### src/rtl/motor_ramp_sequencer.sv
// Motor ramp sequencer: holds the user speed setpoint and slews the PWM duty
// command toward it one LSB per ramp tick (soft start, speed changes, soft stop).
module motor_ramp_sequencer #(
    parameter int DUTY_W   = 8,
    parameter int STEP     = 16,
    parameter int MIN_DUTY = 32,
    parameter int RAMP_DIV = 50000
) (
    input  logic              clk,
    input  logic              rst,
    input  logic              btn_start,
    input  logic              btn_stop,
    input  logic              btn_increase,
    input  logic              btn_decrease,
    output logic [DUTY_W-1:0] duty,
    output logic              pwm_en,
    output logic              motor_running,
    output logic [DUTY_W-1:0] setpoint,
    output logic [1:0]        state
);

    localparam int CNT_W = $clog2(RAMP_DIV);
    localparam int SP_W  = DUTY_W + 2;

    localparam logic [DUTY_W-1:0] DUTY_MAX  = '1;
    localparam logic [DUTY_W-1:0] DUTY_MIN  = DUTY_W'(MIN_DUTY);
    localparam logic [SP_W-1:0]   STEP_W    = SP_W'(STEP);
    localparam logic [SP_W-1:0]   MIN_W     = SP_W'(MIN_DUTY);
    localparam logic [SP_W-1:0]   MAX_W     = SP_W'(DUTY_MAX);
    localparam logic [CNT_W-1:0]  CNT_LAST  = CNT_W'(RAMP_DIV - 1);

    typedef enum logic [1:0] {
        IDLE      = 2'd0,
        RAMP_UP   = 2'd1,
        RUN       = 2'd2,
        RAMP_DOWN = 2'd3
    } state_t;

    state_t            state_q, state_d;
    logic [DUTY_W-1:0] duty_q, duty_d;
    logic [DUTY_W-1:0] setpoint_q, setpoint_d;
    logic [CNT_W-1:0]  cnt_q, cnt_d;
    logic              run_q, run_d;

    logic              tick;
    logic [SP_W-1:0]   sp_wide;
    logic [SP_W-1:0]   sp_plus;
    logic [DUTY_W-1:0] sp_inc;
    logic [DUTY_W-1:0] sp_dec;
    logic [DUTY_W-1:0] duty_track;

    assign tick = (cnt_q == CNT_LAST);

    // Saturating setpoint arithmetic done in a wider word so neither edge wraps.
    assign sp_wide = {2'b00, setpoint_q};
    assign sp_plus = sp_wide + STEP_W;
    assign sp_inc  = (sp_plus > MAX_W) ? DUTY_MAX : sp_plus[DUTY_W-1:0];
    assign sp_dec  = (sp_wide < MIN_W + STEP_W) ? DUTY_MIN : setpoint_q - STEP_W[DUTY_W-1:0];

    assign duty_track = (duty_q < setpoint_q) ? duty_q + DUTY_W'(1) :
                        (duty_q > setpoint_q) ? duty_q - DUTY_W'(1) : duty_q;

    always_comb begin
        state_d    = state_q;
        duty_d     = duty_q;
        setpoint_d = setpoint_q;
        cnt_d      = cnt_q;
        run_d      = run_q;

        if (btn_increase && !btn_decrease) begin
            setpoint_d = sp_inc;
        end else if (btn_decrease && !btn_increase) begin
            setpoint_d = sp_dec;
        end

        case (state_q)
            IDLE: begin
                duty_d = '0;
                if (btn_start && !btn_stop) begin
                    state_d = RAMP_UP;
                end
            end
            RAMP_UP: begin
                if (btn_stop) begin
                    state_d = RAMP_DOWN;
                end else if (duty_q == setpoint_q) begin
                    state_d = RUN;
                end
                if (tick) begin
                    duty_d = duty_track;
                end
            end
            RUN: begin
                if (btn_stop) begin
                    state_d = RAMP_DOWN;
                end
                if (tick) begin
                    duty_d = duty_track;
                end
            end
            RAMP_DOWN: begin
                // A restart takes precedence over finishing the stop, so the
                // ramp resumes from wherever duty currently sits.
                if (btn_start && !btn_stop) begin
                    state_d = RAMP_UP;
                end else if (duty_q == '0) begin
                    state_d = IDLE;
                end
                if (tick && (duty_q != '0)) begin
                    duty_d = duty_q - DUTY_W'(1);
                end
            end
            default: begin
                state_d = IDLE;
                duty_d  = '0;
            end
        endcase

        if ((state_q == IDLE) || (state_d != state_q)) begin
            cnt_d = '0;
        end else if (tick) begin
            cnt_d = '0;
        end else begin
            cnt_d = cnt_q + CNT_W'(1);
        end

        run_d = (state_d != IDLE);
    end

    always_ff @(posedge clk) begin
        if (rst) begin
            state_q    <= IDLE;
            duty_q     <= '0;
            setpoint_q <= DUTY_MIN;
            cnt_q      <= '0;
            run_q      <= 1'b0;
        end else begin
            state_q    <= state_d;
            duty_q     <= duty_d;
            setpoint_q <= setpoint_d;
            cnt_q      <= cnt_d;
            run_q      <= run_d;
        end
    end

    assign duty          = duty_q;
    assign setpoint      = setpoint_q;
    assign state         = state_q;
    assign pwm_en        = run_q;
    assign motor_running = run_q;

endmodule

### config.mk
export PLATFORM = sky130hd
export DESIGN_NAME = motor_ramp_sequencer
export DESIGN_NICKNAME = d
export VERILOG_FILES = /design/src/rtl/motor_ramp_sequencer.sv
export SDC_FILE = /design/constraint.sdc
export NUM_CORES = 1
export LEC_CHECK = 0
export ABC_AREA = 0
export CAP_MARGIN = 20
export CORE_MARGIN = 3
export CORE_UTILIZATION = 51
export CTS_CLUSTER_DIAMETER = 200
export CTS_CLUSTER_SIZE = 28
export DETAILED_ROUTE_END_ITERATION = 6
export PLACE_DENSITY_LB_ADDON = 0.2
export SLEW_MARGIN = 0
export SYNTH_ARGS = -nofsm -noshare
export SYNTH_HDL_FRONTEND = slang
export SYNTH_SLANG_ARGS = --single-unit
### constraint.sdc
create_clock -name clk -period 2.21 [get_ports clk]
set_input_delay 0.663 -clock clk [delete_from_list [all_inputs] [get_ports clk]]
set_output_delay 0.663 -clock clk [all_outputs]
set_load 0.01 [all_outputs]
==> Yosys cells after proc, flatten, opt, wreduce, memory -nomap -nowiden <==
Cells that the tools add are included.
W data, S select, Z words.
{ "word_totals": {"wordCells": 55, "regBits": 35, "inputBits": 6, "out_inout_bits": 20} }
{ "op_classes": {"n_addsub": 5, "n_reduce_logical": 16, "order_cmp": 4, "n_eq_ne": 9, "muxes": 16} }
{ "op_table": {"columns": ["cell", "n"], "rows": [
  ["$mux W8", 8],
  ["$pmux W8 S3", 1],
  ["$add A16 B1 Y16 const B", 1],
  ["$eq A16 B16 Y1 const B", 1],
  ["$mux W2", 6],
  ["$add A8 B5 Y9 const B", 1],
  ["$gt A9 B8 Y1 const B", 1],
  ["$add A8 B1 Y8 const B", 1],
  ["$eq A8 B8 Y1", 1],
  ["$gt A8 B8 Y1", 1],
  ["$logic_not A8 Y1", 1],
  ["$lt A8 B6 Y1 const B", 1],
  ["$lt A8 B8 Y1", 1],
  ["$pmux W2 S4", 1],
  ["$reduce_bool A8 Y1", 1],
  ["$sub A8 B1 Y8 const B", 1],
  ["$sub A8 B5 Y8 const B", 1],
  ["$eq A2 B2 Y1 const B", 2],
  ["$logic_and A1 B1 Y1", 4],
  ["$reduce_bool A2 Y1", 2],
  ["$logic_not A1 Y1", 3],
  ["$ne A3 B1 Y1 const B", 1],
  ["$reduce_and A3 Y1", 1],
  ["$reduce_or A3 Y1", 1],
  ["7 further kinds", 7]
]} }

==> Logic depth before layout (Yosys ltp) <==
Gate-level depths: netlist (run 1).
{ "depth": {"ltp_word": 7, "mapped_depth": 11, "ltp_nobuf": 8} }

==> Worst setup path before layout (run 1) <==
No wires, ideal clock.
{ "synth_path": {"path_type": "flip-flop to flip-flop", "startpoint": "register setpoint_q[6] (netlist: setpoint[6])", "endpoint": "register duty_q[7] (netlist: duty[7])", "setup_ns": 0.101, "t_arrival_ns": 2.368, "required_ns": 2.109, "period_less_slack_ns": 2.469, "path_stages_with_launch": 10, "path_slack_ns": -0.259, "cell_sequence": "dfxtp_1 clkbuf_1 inv_1 ha_1 nand4_1 a211oi_2 nor4_1 or2_0 o32a_1 o41ai_1"} }
{ "synth_between": {"elab_chain_cells": 4, "elab_cells_between_ends": 7, "cone_classes": "order compare: 2; eq/ne: 1; mux: 3; reduce/logical: 1"} }
{ "synth_rtl": {"columns": ["item", "line_no", "rtl"], "rows": [
  ["start: declaration", "41", "logic [DUTY_W-1:0] setpoint_q, setpoint_d;"],
  ["start signal: assignment", "140", "setpoint_q <= setpoint_d;"],
  ["$lt A8 B8 Y1", "60", "assign duty_track = (duty_q < setpoint_q) ? duty_q + DUTY_W'(1) :"],
  ["$mux W8", "60", null],
  ["$mux W8", "89, 97", null],
  ["$pmux W8 S3", "76", "case (state_q)"],
  ["end signal: assignment", "139", "duty_q <= duty_d;"],
  ["end: declaration", "40", "logic [DUTY_W-1:0] duty_q, duty_d;"]
]} }
Several ways; a longest one is shown, not always the timed one. The select of a mux whose other input is x is not followed.
A chain may end at the register's enable or synchronous reset.

==> Worst setup path in the final report (run 1) <==
{ "layout_path": {"startpoint": "register setpoint_q[7] (netlist: setpoint[7])", "endpoint": "register duty_q[7] (netlist: duty[7])"} }
Same word-level chain as after synthesis.

==> metrics.md, run 1 <==
| Metric | Value |
|---|---|
| Number of synthesis warnings | `0` |
| Weighted congestion at the end of routability-driven global placement | `0.9445` |
| Fraction of the mapped netlist area in simple logic gates | `0.2829` |
| Vias per inst | `5.829` |
| Final wirelength | `roughly 6 mm` |
| Buffer levels on the longest clock path | `2` |
| Post-synth EDFFs | `0` |
| Post-layout utilization of the core | `0.7367` |
| Initial detailed-routing violation count | `around 230` |
| Half-perimeter wire length after placement | `about 4.3 mm` |
| Met1 Resource Use GR | `0.2809` |
| Vias in the first global route | `~2,100` |
| Worst hold-check path type | `reg -> reg` |
| Distinct cell type count after synthesis | `58` |
| Placement Rows | `23` |
| CTS Sinks | `32` |
| Failing checks | `negative setup slack` |
| Final setup fails | `1` |
| Critical path launch point | `setpoint[7]` |
| Signal arrival time at the worst endpoint | `about 2.5 ns` |
| Via count | `about 2,300` |
| Filler cell count | `~320` |
| Synth top area share | `0.2769` |
| Synth Area in Adders | `0.1125` |
| Status | `complete, but fails checks` |
| Fmax | `around 0.44 GHz` |
| Synthesis-to-finish area growth | `32.88%` |
| 1st-pass router iterations | `4` |
| Global routing's busiest layer | `met2` |
| Synthesized flop and latch total | `32` |
| Final clock period utilization by the worst path | `1.020` |
| Mean instance size in the synthesized netlist | `just over 8 sq um` |
| Met2 layer usage reported by global route | `0.3674` |
| Residual DRC count | `0` |
| Congestion Overflow GR | `0` |
| Largest family of logic cells by synthesized area | `simple AND/OR/NAND/NOR gates` |
| Post-Route Hold Slack | `about 0.44 ns` |
| Top cells by count, synth | `sky130_fd_sc_hd__nor2_1, sky130_fd_sc_hd__dfxtp_1, sky130_fd_sc_hd__ha_1, sky130_fd_sc_hd__inv_1` |
| Cell count after placement | `~380` |
| Synthesized area | `roughly 0.0023 sq mm` |
| Power density over cell area | `approximately 730 mW/mm^2` |
| Initial antenna violation count | `0` |
| I/O pin count | `26` |
| Starting Density | `0.5544` |
| Total leakage power | `around 1.2 nW` |
| CTS buffer count | `5` |
| Floorplan core area | `approximately 0.0042 sq mm` |
| Antenna Nets Post-Route | `0` |
| Detailed-route wire length per cell | `14.95 microns` |
| Maximum number of pins on one net before global-route repair | `17` |
| Final cell area excluding filler cells | `roughly 0.003 sq mm` |
| Cell with the most instances after synthesis | `sky130_fd_sc_hd__nor2_1` |
| Highest net fanout along the worst path | `4` |
| Gr usage total | `0.2224` |
| Critical path startpoint category | `flop` |
| Worst Setup End Kind | `flop` |
| Die outline height | `73.35 microns` |
| Wire length of the first global-routing pass | `9.411 mm` |
| Top cells by area, synth | `sky130_fd_sc_hd__dfxtp_1, sky130_fd_sc_hd__ha_1, sky130_fd_sc_hd__nor2_1, sky130_fd_sc_hd__xnor2_1, sky130_fd_sc_hd__a21oi_1` |
| CP Class | `reg -> reg` |
| Dominant synthesized flop cell | `sky130_fd_sc_hd__dfxtp_1` |
| Worst R2R Start | `setpoint[7]` |
| Met3 Usage GRT | `0.05062` |
| Sequential fraction of the synthesis area | `0.2769` |
| Parity-gate share of the synthesized area counting xor and xnor cells | `0.06814` |
| Time the worst path needs with I/O delays and setup | `approximately 2.3 ns` |
| Reg clk slew, reported paths | `roughly 0.07 ns` |
| Proportion of layout cells with a drive suffix above 1 | `0.2544` |
| Count of buffers inserted at the top-level ports | `25` |
| Nets in the synthesized netlist | `about 310` |
| Count of pins over their slew limit | `0` |
| Actual slew at the worst max-slew pin | `about 0.4 ns` |
| CTS root buf | `sky130_fd_sc_hd__clkbuf_8` |
| Placed instance area | `approximately 0.0029 sq mm` |
| Post-synthesis async set-or-reset flop share | `0` |
| Number of max-capacitance violations reported | `0` |
| Instance count of the mapped netlist | `approximately 280` |
| Setup clock skew after layout | `between 0.007 and 0.008 ns` |
| Required time worst endpoint | `around 2.4 ns` |
| Die area | `0.005380 sq mm` |
| Count of final hold-check violations | `0` |
| Proportion of synthesized area in mux cells | `0.004327` |
| Fin cells | `392` |
| Power after layout | `2.229 mW` |
| H-tree depth | `2` |
| CTS tree | `built` |
| Clock latency at the later pin of the worst-skew pair | `roughly 0.29 ns` |
| Crit path setup slack, layout | `-0.04514 ns` |
| Max IR drop VDD | `0.0004581 V` |
| Final nets | `367` |
| Compound-gate portion of the synthesized area | `0.1823` |
| Area taken by multi-input logic gates | `approximately 0.0016 sq mm` |
| Die Width | `73.35 microns` |
| Worst Min Path Start | `cnt_q[0]` |
| Biggest area consumer among synthesized cells | `sky130_fd_sc_hd__dfxtp_1` |
| Area occupied by registers | `approximately 650 sq um` |
| Setup repair after global routing missed its margin | `true` |
| Diodes inserted | `0` |
| Tightest slew margin relative to the limit | `0.7261` |
-- per-stage QoR --
step / TNS, ns / setup slack [ns]
3_5_place_dp: -4.007 / -0.2455
5_1_grt: -1.469 / -0.1149
3_3_place_gp: -3.487 / -0.2079
2_1_floorplan: -0.03371 / -0.02180
4_1_cts: -0.02980 / -0.02980
6_report: -0.04514 / -0.04514
-- repair_timing --
action	4_1_cts	5_1_grt
pin swaps	2	4
hold endpoints to repair	0	0
resized for setup	5	15
setup endpoints to repair	5	25
hold buffers	0	0
buffers inserted	1	3
cloned	0	1
-- cells in the final DEF, fill, tap and decap left out, types with 3 or more instances in the layout --
master / n
sky130_fd_sc_hd__nand2_1: 11
sky130_fd_sc_hd__dfxtp_2: 4
sky130_fd_sc_hd__xnor2_1: 12
sky130_fd_sc_hd__nand3b_1: 4
sky130_fd_sc_hd__nor2b_1: 6
sky130_fd_sc_hd__xor2_1: 6
sky130_fd_sc_hd__o21ai_0: 11
sky130_fd_sc_hd__or2_2: 4
sky130_fd_sc_hd__clkdlybuf4s50_1: 25
sky130_fd_sc_hd__nand3_1: 9
sky130_fd_sc_hd__buf_4: 41
sky130_fd_sc_hd__inv_1: 13
sky130_fd_sc_hd__nor4b_1: 3
sky130_fd_sc_hd__and3_1: 8
sky130_fd_sc_hd__clkbuf_8: 5
sky130_fd_sc_hd__a211oi_1: 3
sky130_fd_sc_hd__nor3_1: 7
sky130_fd_sc_hd__ha_4: 3
sky130_fd_sc_hd__nand4_1: 5
sky130_fd_sc_hd__dfxtp_1: 27
sky130_fd_sc_hd__nor2_1: 34
sky130_fd_sc_hd__nand2b_1: 6
sky130_fd_sc_hd__a221oi_1: 3
sky130_fd_sc_hd__ha_1: 17
sky130_fd_sc_hd__a21oi_1: 13
sky130_fd_sc_hd__o31ai_1: 4
-- power breakdown --
| group | internal, mW | switching (mW) | leakage [nW] |
|---|---|---|---|
| clock network | 0.219 | 0.234 | 0.0479 |
| logic | 0.530 | 0.596 | 0.876 |
| registers | 0.622 | 0.0271 | 0.261 |
| total | 1.37 | 0.858 | 1.18 |
-- logic make-up after synthesis --
| logic type | count (synthesis) |
|---|---|
| flops | 32 |
| compound gates | 59 |
| xor+xnor | 18 |
| buf+inv | 33 |
| fa+ha+maj | 21 |
| simple gates | 119 |
| mux | 1 |
-- state kept, by name (all words and copies together) (netlist names) --
signal         flops
motor_running      1
duty               8
cnt_q             16
setpoint           5
state              2
-- cell type report --
| class | count | share of cell area |
|---|---|---|
| clock buffers | 5 | 0.02239 |
| clock inverters | 3 | 0.006105 |
| inverters | 16 | 0.02035 |
| multi-input cells | 218 | 0.5319 |
| flip-flops and latches | 32 | 0.2112 |
| well taps | 50 | 0.02035 |
| repair buffers | 68 | 0.1876 |
-- path summary, 6_finish.rpt --
path | cells past startpoint | slack (ns) | endpoint
min reg2reg | 1 | 0.44 | cnt_q[0]
min | 1 | 0.44 | cnt_q[0]
max | 9 | -0.05 | duty[7]
max reg2reg | 9 | -0.05 | duty[7]
-- routing by layer --
layer | vias to the layer above | wire [microns] | part of all wire
met5 | - | 0 | 0
met3 | 10 | 241 | 0.041
met2 | 50 | 2973 | 0.51
met1 | 1089 | 2560 | 0.44
li1 | 1136 | - | -
met4 | 0 | 84 | 0.014
-- critical path, stage by stage (launching register included) --
cell and delay [ns]:
sky130_fd_sc_hd__dfxtp_2 0.35, sky130_fd_sc_hd__inv_4 0.05, sky130_fd_sc_hd__ha_4 0.27, sky130_fd_sc_hd__nand4_1 0.17
sky130_fd_sc_hd__buf_4 0.19, sky130_fd_sc_hd__a211oi_4 0.26, sky130_fd_sc_hd__nor4_4 0.06, sky130_fd_sc_hd__or2_1 0.26
sky130_fd_sc_hd__o32a_1 0.35, sky130_fd_sc_hd__o41ai_2 0.19
No activity file was read; power rests on OpenSTA's default activity.
==> inputs of run 2 (changes only) <==
--- a/config.mk
+++ b/config.mk
@@ -7,6 +7,7 @@
 export LEC_CHECK = 0
 export ABC_AREA = 0
 export CAP_MARGIN = 20
+export CORE_ASPECT_RATIO = 0.5
 export CORE_MARGIN = 3
 export CORE_UTILIZATION = 51
 export CTS_CLUSTER_DIAMETER = 200
==> run 2 against run 1 <==
Against the previous run:
- the flow still finishes with violations (negative setup slack)
- combinational power rose by 19%
- clock power rose by 15%
- worst setup slack got worse by 0.0077 ns
- via count rose by 4.2%
- power rose by 13%
- wire length rose by 11%
- sequential share of layout area fell by 1.4 points
- non-clock buffer count rose by 10
- hold slack improved by 0.014 ns
==> metrics.md, run 2 (synthesis results as in run 1) <==
| Metric | Value |
|---|---|
| Crit path cell chain | `inv_4 -> ha_4 -> nand4_1 -> buf_6 -> o22ai_4 -> buf_6 -> nor4_4 -> or2_1 -> buf_4 -> o221a_2 -> o31ai_2` |
| Final nets | `377 (+2.7%)` |
| Die Width | `101.3 microns (+38%)` |
| Portion of total power attributed to combinational logic | `0.532 (+0.027)` |
| Diodes inserted | `0 (unchanged)` |
| Switching Fraction | `0.3783 (-0.006432)` |
| Vias in the first global route | `2,078 (-0.72%)` |
| Die outline height | `53.63 microns (-27%)` |
| I/O pin count | `26 (unchanged)` |
| Worst Setup End Kind | `flop` |
| Clock latency at the later pin of the worst-skew pair | `0.29 ns (about the same)` |
| Psw | `0.9517 mW (+11%)` |
| Via count | `2,382 (+4.2%)` |
| H-tree depth | `2 (unchanged)` |
| Tightest slew margin relative to the limit | `0.6308 (-0.09531)` |
| Failing checks | `negative setup slack` |
| Residual DRC count | `0 (unchanged)` |
| Cell seen most often among critical-path stages | `sky130_fd_sc_hd__buf_6` |
| Count of final hold-check violations | `0 (unchanged)` |
| Time the worst path needs with I/O delays and setup | `2.263 ns (+0.007671 ns)` |
| CP max stage cell | `sky130_fd_sc_hd__dfxtp_4` |
| Number of max-capacitance violations reported | `0 (unchanged)` |
| Delay contributed by the slowest stage of the critical path | `0.36 ns (about the same)` |
| Most used cells in the layout excluding fill and tap cells | `sky130_fd_sc_hd__buf_4, sky130_fd_sc_hd__nor2_1, sky130_fd_sc_hd__clkdlybuf4s50_1` |
| Filler cell count | `243 (-24%)` |
| Reg clk slew, reported paths | `0.07 ns (about the same)` |
| CP Class | `reg -> reg` |
| Placement Rows | `16 (-30%)` |
| Buffer levels on the longest clock path | `2 (unchanged)` |
| Half-perimeter wire length after placement | `4.322 mm (+1.5%)` |
| Highest net fanout along the worst path | `3 (-1)` |
| Signal arrival time at the worst endpoint | `2.47 ns (+0.02 ns)` |
| CTS buffer count | `5 (unchanged)` |
| Actual slew at the worst max-slew pin | `0.5496 ns (+0.1387 ns)` |
| Most frequent standard cell in the layout excluding fill and tap cells | `sky130_fd_sc_hd__buf_4` |
| Die area | `0.005430 sq mm (+0.92%)` |
| Power after layout | `2.516 mW (+13%)` |
| Count of pins over their slew limit | `0 (unchanged)` |
| Final clock period utilization by the worst path | `1.024 (+0.003471)` |
| CTS Sinks | `32 (unchanged)` |
| Critical path startpoint category | `flop` |
| Synthesis-to-finish area growth | `43.65%` |
| Reg with most FFs | `cnt_q` |
| Total leakage power | `1.267 nW (+6.9%)` |
| Maximum number of pins on one net before global-route repair | `17 (unchanged)` |
| Vias per inst | `5.867 (+0.65%)` |
| Worst hold-check path type | `reg -> reg` |
| Initial detailed-routing violation count | `121 (-47%)` |
| Relative contribution of sequential cells to total power | `0.260 (-0.031)` |
| 1st-pass router iterations | `4 (unchanged)` |
| Status | `complete, but fails checks` |
| Count of buffers inserted at the top-level ports | `25 (unchanged)` |
| Power density over cell area | `757.0 mW/mm^2 (+4.4%)` |
| Starting Density | `0.5610 (+0.006560)` |
| Floorplan core area | `0.004124 sq mm (-1.2%)` |
| Fraction of power consumed by the clock network | `0.208 (+0.005)` |
| Initial antenna violation count | `0 (unchanged)` |
| Required time worst endpoint | `2.42 ns (+0.02 ns)` |
| Internal Power | `1.564 mW (+14%)` |
| Weighted congestion at the end of routability-driven global placement | `0.8699 (-7.9%)` |
| Fmax | `0.4419 GHz (-0.34%)` |
| Proportion of layout cells with a drive suffix above 1 | `0.3239 (+0.06948)` |
| CTS tree | `built` |
| Detailed-route wire length per cell | `16.05 microns (+7.4%)` |
| Congestion Overflow GR | `0 (unchanged)` |
| CTS root buf | `sky130_fd_sc_hd__clkbuf_8` |
| Setup repair after global routing missed its margin | `true` |
| Final setup fails | `5 (+4)` |
| Largest register FFs | `16 (unchanged)` |
| Max IR drop VDD | `0.0004369 V (-4.6%)` |
| Final wirelength | `6.515 mm (+11%)` |
| Crit path setup slack, layout | `-0.05281 ns (-0.007671 ns)` |
| Wire length of the first global-routing pass | `9.618 mm (+2.2%)` |
| Antenna Nets Post-Route | `0 (unchanged)` |
| Gr usage total | `0.2305 (+0.008129)` |
| Setup clock skew after layout | `0.006058 ns (-0.001601 ns)` |
| Pre-CTS setup slack | `-0.2836 ns (-0.03807 ns)` |
[run 2: worst paths after layout]
kind         slack (ns)  depth (start not counted)        start       end
min                0.45                          1     cnt_q[0]  cnt_q[0]
min reg2reg        0.45                          1     cnt_q[0]  cnt_q[0]
max reg2reg       -0.05                         11  setpoint[5]   duty[4]
max               -0.05                         11  setpoint[5]   duty[4]
[run 2: worst max-delay path: cells and delay by family, from the launching register on]
kind | cells | cell delay, ns
AO/OA/AOI/OAI | 3 | 0.64
adder cells (fa/ha/maj) | 1 | 0.27
buffers and inverters | 4 | 0.48
flip-flops | 1 | 0.36
AND/OR/NAND/NOR | 3 | 0.43
[run 2: layout make-up]
| cell class | instances | area [sq um] | area share |
|---|---|---|---|
| clock buffers | 6 | 93.84 | 0.02824 |
| clock inverters | 2 | 12.51 | 0.003765 |
| inverters | 16 | 65.06 | 0.01958 |
| repair buffers | 78 | 668.1 | 0.2011 |
| well taps | 54 | 67.56 | 0.02033 |
| multi-input cells | 218 | 1759 | 0.5294 |
| flip-flops and latches | 32 | 656.9 | 0.1977 |
[run 2: what timing repair did]
action | in CTS | in global routing
gates resized for setup | 14 | 44
pin swaps | 7 | 16
setup buffers | 1 | 8
endpoints found under the setup margin | 23 | 26
hold buffers | 0 | 0
cloned | 0 | 2
[run 2: metrics by stage]
step           instances    util  area [sq um]  hold slack (ns)  setup TNS (ns)
6_report             406  0.8058          3323           0.4539         -0.1026
5_1_grt              406  0.8058          3323           0.4882         -0.7691
4_1_cts              397  0.7515          3099           0.4637               0
3_5_place_dp         388  0.7051          2908           0.4531          -4.757
3_3_place_gp         388  0.7051          2908           0.4219          -3.605
2_1_floorplan        283       -          2397           0.4112        -0.03371
[run 2: power groups by stage]
| stage | logic, mW | registers [mW] | clock network, mW |
|---|---|---|---|
| 2_1_floorplan | 0.621 | 0.697 | 0 |
| 3_3_place_gp | 1.04 | 0.661 | 0 |
| 3_5_place_dp | 1.07 | 0.665 | 0 |
| 4_1_cts | 1.12 | 0.652 | 0.528 |
| 5_1_grt | 1.43 | 0.660 | 0.556 |
| 6_report | 1.34 | 0.655 | 0.523 |
[run 2: layer usage]
layer  track usage  vias to the layer above  part of all wire
met3       0.05175                       20             0.058
met5             0                        -                 0
li1              -                     1160                 -
met4       0.09492                        0             0.023
met2        0.3929                       88              0.48
met1        0.2877                     1114              0.44
